==> config.mk <==
export PLATFORM = sky130hd
export DESIGN_NAME = cla_pipe_adder
export DESIGN_NICKNAME = d
export VERILOG_FILES = /design/src/rtl/arith_pkg.sv /design/src/rtl/cla_slice4.sv /design/src/rtl/cla_pipe_adder.sv
export SDC_FILE = /design/constraint.sdc
export NUM_CORES = 1
export LEC_CHECK = 0
export CAP_MARGIN = 40
export CORE_MARGIN = 1.5
export CORE_UTILIZATION = 54
export DETAILED_ROUTE_END_ITERATION = 8
export PLACE_DENSITY = 0.79
export SLEW_MARGIN = 20
export SYNTH_ARGS = -nofsm -noshare
export SYNTH_HDL_FRONTEND = slang
export SYNTH_SLANG_ARGS = --single-unit
==> constraint.sdc <==
create_clock -name sys_clk -period 2.4 [get_ports sys_clk]
set_input_delay 0.24 -clock sys_clk [delete_from_list [all_inputs] [get_ports sys_clk]]
set_output_delay 0.24 -clock sys_clk [all_outputs]
set_load 0.005 [all_outputs]
==> src/rtl/arith_pkg.sv <==
// Shared arithmetic definitions: slice width, stage-count helper and a
// width-legality check for the lookahead-based datapath blocks.
package arith_pkg;

    localparam int SLICE_W = 4;

    function automatic int num_stages(input int width, input int slices_per_stage);
        return width / (SLICE_W * slices_per_stage);
    endfunction

endpackage

// Expands to a generate-time error when W is not a positive multiple of M.
`ifndef ARITH_CHECK_WIDTH
`define ARITH_CHECK_WIDTH(W, M) \
    if ((M) <= 0 || (W) <= 0 || ((W) % (M)) != 0) begin : g_width_check \
        $error("operand width %0d is not a positive multiple of %0d", (W), (M)); \
    end
`endif

==> src/rtl/cla_slice4.sv <==
// Combinational 4-bit lookahead-carry slice with group propagate/generate
// and the carry into bit 3 exposed for signed-overflow detection.
module cla_slice4
    import arith_pkg::*;
(
    input  logic [SLICE_W-1:0] a,
    input  logic [SLICE_W-1:0] b,
    input  logic               cin,
    output logic [SLICE_W-1:0] s,
    output logic               gg,
    output logic               pg,
    output logic               c3
);

    logic [SLICE_W-1:0] g;
    logic [SLICE_W-1:0] p;
    logic               c1;
    logic               c2;

    assign g = a & b;
    assign p = a ^ b;

    // Every carry is a flat sum of products: no ripple inside the slice.
    assign c1 = g[0] | (p[0] & cin);
    assign c2 = g[1] | (p[1] & g[0]) | (p[1] & p[0] & cin);
    assign c3 = g[2] | (p[2] & g[1]) | (p[2] & p[1] & g[0]) | (p[2] & p[1] & p[0] & cin);

    assign s  = p ^ {c3, c2, c1, cin};
    assign gg = g[3] | (p[3] & g[2]) | (p[3] & p[2] & g[1]) | (p[3] & p[2] & p[1] & g[0]);
    assign pg = &p;

endmodule

==> src/rtl/cla_pipe_adder.sv <==
// Pipelined add/subtract unit: each stage resolves SLICES_PER_STAGE lookahead
// slices and registers the carry; valid/ready handshake with collapsing bubbles.
module cla_pipe_adder
    import arith_pkg::*;
#(
    parameter int WIDTH            = 16,
    parameter int SLICES_PER_STAGE = 1
) (
    input  logic             sys_clk,
    input  logic             sys_rst_n,
    input  logic             in_valid,
    output logic             in_ready,
    input  logic [WIDTH-1:0] a_in,
    input  logic [WIDTH-1:0] b_in,
    input  logic             c_in,
    input  logic             sub,
    output logic             out_valid,
    input  logic             out_ready,
    output logic [WIDTH-1:0] sum,
    output logic             co,
    output logic             ovf
);

    localparam int STAGE_W    = SLICE_W * SLICES_PER_STAGE;
    localparam int NUM_STAGES = num_stages(WIDTH, SLICES_PER_STAGE);

    `ARITH_CHECK_WIDTH(WIDTH, STAGE_W)

    logic [NUM_STAGES-1:0] vld;
    logic [NUM_STAGES-1:0] adv;

    for (genvar k = 0; k < NUM_STAGES; k++) begin : g_stage
        localparam int LO = k * STAGE_W;

        // word_q carries resolved sum bits below the slice boundary and
        // still-unresolved A bits above it; b_q holds the (possibly inverted) B.
        logic             vld_q;
        logic [WIDTH-1:0] word_q;
        logic [WIDTH-1:0] b_q;
        logic             cy_q;
        logic             ovf_q;

        logic             up_vld;
        logic [WIDTH-1:0] a_src;
        logic [WIDTH-1:0] b_src;
        logic             cin_stage;
        logic [STAGE_W-1:0] s_stage;
        logic [WIDTH-1:0] word_d;
        logic             cout;
        logic             c3_top;

        if (k == 0) begin : g_src
            assign up_vld    = in_valid;
            assign a_src     = a_in;
            assign b_src     = sub ? ~b_in : b_in;
            assign cin_stage = sub | c_in;
        end else begin : g_src
            assign up_vld    = g_stage[k-1].vld_q;
            assign a_src     = g_stage[k-1].word_q;
            assign b_src     = g_stage[k-1].b_q;
            assign cin_stage = g_stage[k-1].cy_q;
        end

        for (genvar j = 0; j < SLICES_PER_STAGE; j++) begin : g_slice
            localparam int BIT = LO + j * SLICE_W;

            logic               cin_s;
            logic               gg_s;
            logic               pg_s;
            logic               c3_s;
            logic [SLICE_W-1:0] s_s;

            if (j == 0) begin : g_cin
                assign cin_s = cin_stage;
            end else begin : g_cin
                assign cin_s = g_slice[j-1].gg_s | (g_slice[j-1].pg_s & g_slice[j-1].cin_s);
            end

            cla_slice4 u_slice (
                .a   (a_src[BIT +: SLICE_W]),
                .b   (b_src[BIT +: SLICE_W]),
                .cin (cin_s),
                .s   (s_s),
                .gg  (gg_s),
                .pg  (pg_s),
                .c3  (c3_s)
            );

            assign s_stage[j*SLICE_W +: SLICE_W] = s_s;

            if (j != SLICES_PER_STAGE - 1) begin : g_c3_sink
                logic unused_c3;
                assign unused_c3 = c3_s;
            end
        end

        assign cout   = g_slice[SLICES_PER_STAGE-1].gg_s
                      | (g_slice[SLICES_PER_STAGE-1].pg_s & g_slice[SLICES_PER_STAGE-1].cin_s);
        assign c3_top = g_slice[SLICES_PER_STAGE-1].c3_s;

        always_comb begin
            word_d                 = a_src;
            word_d[LO +: STAGE_W]  = s_stage;
        end

        // A stage moves when it or anything downstream has room, or the sink pops.
        assign vld[k] = vld_q;
        assign adv[k] = out_ready | ~(&vld[NUM_STAGES-1:k]);

        always_ff @(posedge sys_clk or negedge sys_rst_n) begin
            if (!sys_rst_n) begin
                vld_q  <= 1'b0;
                word_q <= '0;
                b_q    <= '0;
                cy_q   <= 1'b0;
                ovf_q  <= 1'b0;
            end else if (adv[k]) begin
                vld_q <= up_vld;
                if (up_vld) begin
                    word_q <= word_d;
                    b_q    <= b_src;
                    cy_q   <= cout;
                    ovf_q  <= c3_top ^ cout;
                end
            end
        end

        if (k != NUM_STAGES - 1) begin : g_ovf_sink
            logic unused_ovf;
            assign unused_ovf = ovf_q;
        end else begin : g_b_sink
            logic unused_b;
            assign unused_b = ^b_q;
        end
    end

    assign in_ready  = adv[0];
    assign out_valid = vld[NUM_STAGES-1];
    assign sum       = g_stage[NUM_STAGES-1].word_q;
    assign co        = g_stage[NUM_STAGES-1].cy_q;
    assign ovf       = g_stage[NUM_STAGES-1].ovf_q;

endmodule
Word-level counts from Yosys, hierarchy flattened
Index checks and enable logic that the tools add are counted.
- bits in registers: 121
- output and inout port bits: 20
- multiplexer cells: 1
- bitwise logic cells: 123
- reduce and logical (&&, ||, !) cells: 11
- operator list (operator ; count):
    1-bit bitwise AND ; 60
    1-bit OR ; 45
    4-bit bitwise XOR ; 8
    4-bit AND reduction ; 5
    4-bit bitwise AND ; 4
    16-bit two-way mux ; 1
    16-bit inverter ; 1
    2-bit AND reduction ; 5
    1-bit inverter ; 4
    3-bit AND reduction ; 1
    1-bit bitwise XOR ; 1

Depth between registers and ports, before layout
- depth after elaboration: 8
- depth in mapped cells: 8
- depth with buffers taken out: 6

Hierarchy
A second synthesis with hierarchy kept.
- cells, all modules: 334
- area total of the unflattened synthesis: 4664.5 um^2
- by module, submodules not included (module ; instances ; cells an instance ; area each (um^2)):
    cla_pipe_adder ; 1 ; 238 ; 3838.7
    cla_slice4 ; 4 ; 24 ; 206.4

Worst setup path before layout
Ideal clock, no wire load.
- path type: input port to flip-flop
- start: in sub
- end: reg g_stage[0].cy_q
- library setup time: 129 ps
- arrival: 1740 ps
- required time: 2271 ps
- setup slack: 530 ps
- cell stages on the path: 8
- path buffers: 2
- cell sequence: buf_2 -> buf_2 -> xor2_1 -> ha_1 -> o21ai_0 -> a22oi_1 -> a211oi_1 -> a21oi_2
- cells in the longest elaborated chain, start to end: 7
- elaborated cells between the ends (all ways): 15
- those cells by class: mux: 1; bitwise: 13; reduce/logical: 1
- RTL lines (element ; RTL line ; RTL):
    start, declared ; cla_pipe_adder.sv:16 ; input logic sub,
    16-bit two-way mux ; cla_pipe_adder.sv:55 ; assign b_src = sub ? ~b_in : b_in;
    4-bit bitwise XOR or 4-bit bitwise AND (tied branches) ; cla_slice4.sv:21, cla_slice4.sv:20 ;
    1-bit bitwise AND ; cla_slice4.sv:29 ; assign gg = g[3] | (p[3] & g[2]) | (p[3] & p[2] & g[1]) | (p[3] & p[2] & p[1] & g[0]);
    1-bit OR or 1-bit bitwise AND (tied branches) (2 in a row) ; cla_slice4.sv:29 ;
    1-bit OR ; cla_slice4.sv:29 ;
    1-bit OR (*) ; cla_pipe_adder.sv:98 ; | (g_slice[SLICES_PER_STAGE-1].pg_s & g_slice[SLICES_PER_STAGE-1].cin_s);
    end signal, assigned ; cla_pipe_adder.sv:122 ; cy_q <= cout;
    end, declared ; cla_pipe_adder.sv:40 ; logic cy_q;
Mark *: on every way between the ends. The rest lies on a longest branch, timed or not.
A chain may end at the register's enable or synchronous reset.

Worst setup path in the final report
- start: reg g_stage[2].vld_q
- end: out in_ready
- cells in the longest elaborated chain, start to end: 3
- RTL lines (element ; RTL line ; RTL):
    start, declared ; cla_pipe_adder.sv:37 ; logic vld_q;
    start signal, assigned ; cla_pipe_adder.sv:118 ; vld_q <= up_vld;
    4-bit AND reduction ; cla_pipe_adder.sv:108 ; assign adv[k] = out_ready | ~(&vld[NUM_STAGES-1:k]);
    1-bit inverter ; cla_pipe_adder.sv:108 ;
    1-bit OR ; cla_pipe_adder.sv:108 ;
    end, declared ; cla_pipe_adder.sv:12 ; output logic in_ready,
Every way passes these cells.

==> results.md <==
- CTS tree: done
- Setup bufs post-CTS: 0
- Top delay family on crit path: simple AND/OR/NAND/NOR gates
- RSZ-0062 raised after global routing: false
- Via count: 2528
- Outcome: finished, final reports clean
- Worst EP required: 2.16 ns
- Setup Total Neg Slack: 0 ns
- Post-synth net total: 387
- GR Overflow Total: 0
- Synth unique cells: 31
- Cell at the root of the clock tree: clkbuf_8
- Hold Vio Cnt, Final: 0
- Avg Cell Area, Syn: 13.5 µm²
- Cell area after synthesis: 4440 µm²
- Vias in the first global route: 2572
- Pin count of the biggest net entering global routing: 54
- Crit. path cell count: 3
- Async SR Flop Fraction: 1.00
- Synth top area share: 0.546
- Period utilisation layout: 0.829
- Hold WC Path Type: in -> async
- Top FF cell, synth: dfrtp_1
- DR WL/cell: 14.4 µm
- Area leader, netlist: dfrtp_1
- Final nets: 448
- Max Slew Vio Count: 0
- FF-to-FF Start: g_stage[2].b_q[13]
- DR pass1 iterations: 4
- Area added between synthesis and finish: 19.3%
- DRC viols: 0
- Max Cap Violations: 0
- Most common cell in the netlist: dfrtp_1
- Leakage: 2.36 nW
- Final antenna-violating net count: 0
- Detailed Route Iter0 Violations: 116
- HPWL Detailed: 5160 µm
- Element type at the critical path end: output pin
- Sequential share of the synthesized area: 0.546
- Final WL: 7160 µm
- DIE AREA: 8780 µm²
- CTS clk-pin slew, worst paths: 0.09 ns
- Tot GR Track Use: 0.185
- FF-to-FF setup slack: 0.53 ns
- RR Endpoint: ovf
- VDD IR-drop max: 0.379 mV
- Port bufs: 57
- Total power: 5.45 mW
- CTS Buf Count: 9
- # setup viols final: 0
- Startpoint Class: register
- Commonest cells post-synth: 97 x dfrtp_1, 44 x mux2_2, 30 x o21ai_0
- Multi-input gate area: 1860 µm²
- Crit-path cells: nand4b_4 -> or2_2 -> clkdlybuf4s50_1
- Worst skew pair latency: 0.37 ns
- Synth area leaders: dfrtp_1 55%, mux2_2 11%, mux2_4 6.8%
- GP Congestion: 0.755
- Starting density of the core: 0.566
- Register area: 2430 µm²
- # fillers: 588
- Final Non-Filler Cells: 497
- Htree depth: 3
- Worst slew pin tran: 0.715 ns
- Cells after Synth: 329
- Share of cells above drive strength 1: 0.243
- Initial antenna violation count: 0
- Cell Count Post-Placement: 480
- Worst R2R Path Depth: 5
- Die X: 93.7 µm
- # diodes: 0
- Buf/Inv on CP: 1
- Number of vias per cell: 5.09
- Clk sinks: 97
- FF+latch count, synth: 97
- First-pass GRT wire length: 12200 µm
- Largest stage delay on the critical path: 0.45 ns
- CP Class: reg -> out
- Core footprint: 7850 µm²
- CP arrival: 1.75 ns
- Highest clock rate: 0.503 GHz
- Placed instance area: 5100 µm²
- CTS max path bufs: 2
- Die H: 93.7 µm
- Slew headroom: 0.523
- Final instance area: 5300 µm²
- Crit-path slowest cell: dfrtp_1
- Min Tclk post-route: 1.99 ns
- CP Max Fanout: 5
- Power Density: 1030 nW/µm²
- Clk_skew: 0.0132 ns
- EDFF count, synth: 0
- Yosys warns: 0
- # rows: 32
- # IOs: 58
[registers in the layout (all words and copies together), names as in the netlist]
register        cells
g_stage.word_q     48
g_stage.b_q        24
sum                16
g_stage.cy_q        3
g_stage.vld_q       3
co                  1
out_valid           1
ovf                 1
[cell usage in the layout, fill, tap and decap left out, types with 3 or more instances in the layout]
cell	n
dfrtp_1	97
clkdlybuf4s50_1	56
mux2_2	44
o21ai_0	30
nand2_1	28
mux2_4	20
xnor2_1	18
ha_1	16
xor2_1	10
inv_1	9
clkbuf_8	9
a21oi_1	8
a211oi_1	6
buf_4	6
a21o_1	4
fa_1	4
or2_2	3
o21bai_1	3
nor2_1	3
[power breakdown]
part	internal [mW]	total, mW	switching, mW
Sequential	2.20	2.54	0.346
Combinational	1.14	1.87	0.724
Clock	0.485	1.04	0.557
Total	3.82	5.45	1.63
[layout make-up]
cell class              instances  share of cell area
repair buffers                 65               0.124
multi-input cells             208               0.351
flip-flops and latches         97               0.458
inverters                       9             0.00637
well taps                     102              0.0241
clock inverters                 6              0.0127
clock buffers                  10              0.0241
[layer usage]
metal / track usage / vias to the layer above / routed length [µm]
met5: 0 / - / 0
met4: 0.0784 / 0 / 143
li1: - / 1255 / -
met2: 0.298 / 54 / 3360
met3: 0.0348 / 13 / 240
met1: 0.246 / 1206 / 3420
[cell families after synthesis]
logic type,after synthesis,synth area share
AND/OR/NAND/NOR,39,0.0428
flip-flops,97,0.546
XOR/XNOR,28,0.0552
buffers and inverters,24,0.0346
adder cells (fa/ha/maj),20,0.0631
AO/OA/AOI/OAI,57,0.0789
multiplexers,64,0.179
[stage by stage]
step / hold WS [ns] / utilization / setup slack (ns)
finish: 0.446 / 0.676 / 0.411
global route: 0.462 / 0.676 / 0.319
CTS: 0.466 / 0.676 / 0.397
detailed placement: 0.323 / 0.649 / 0.291
global placement: 0.317 / 0.649 / 0.338
floorplan: -0.0556 / - / 0.530
[what timing repair did]
item / CTS / global route
resized for setup: 0 / 0
hold buffers: 1 / 0
endpoints found under the hold margin: 52 / 0
[worst max path at each step]
stage	from	end	slack, ns
2_1_floorplan	sub	g_stage[0].cy_q	0.53
3_3_place_gp	sub	g_stage[0].cy_q	0.34
3_5_place_dp	sub	g_stage[0].cy_q	0.29
4_1_cts	g_stage[2].vld_q	in_ready	0.40
5_1_grt	g_stage[2].vld_q	in_ready	0.32
6_report	g_stage[2].vld_q	in_ready	0.41
[worst register-to-register path, cell delays in order (launching register included)]
cell,delay [ns]
dfrtp_1,0.40
ha_1,0.34
o21ai_0,0.12
o21bai_1,0.28
mux2_2,0.38
mux2_2,0.25
No activity file was read; power rests on OpenSTA's default activity.
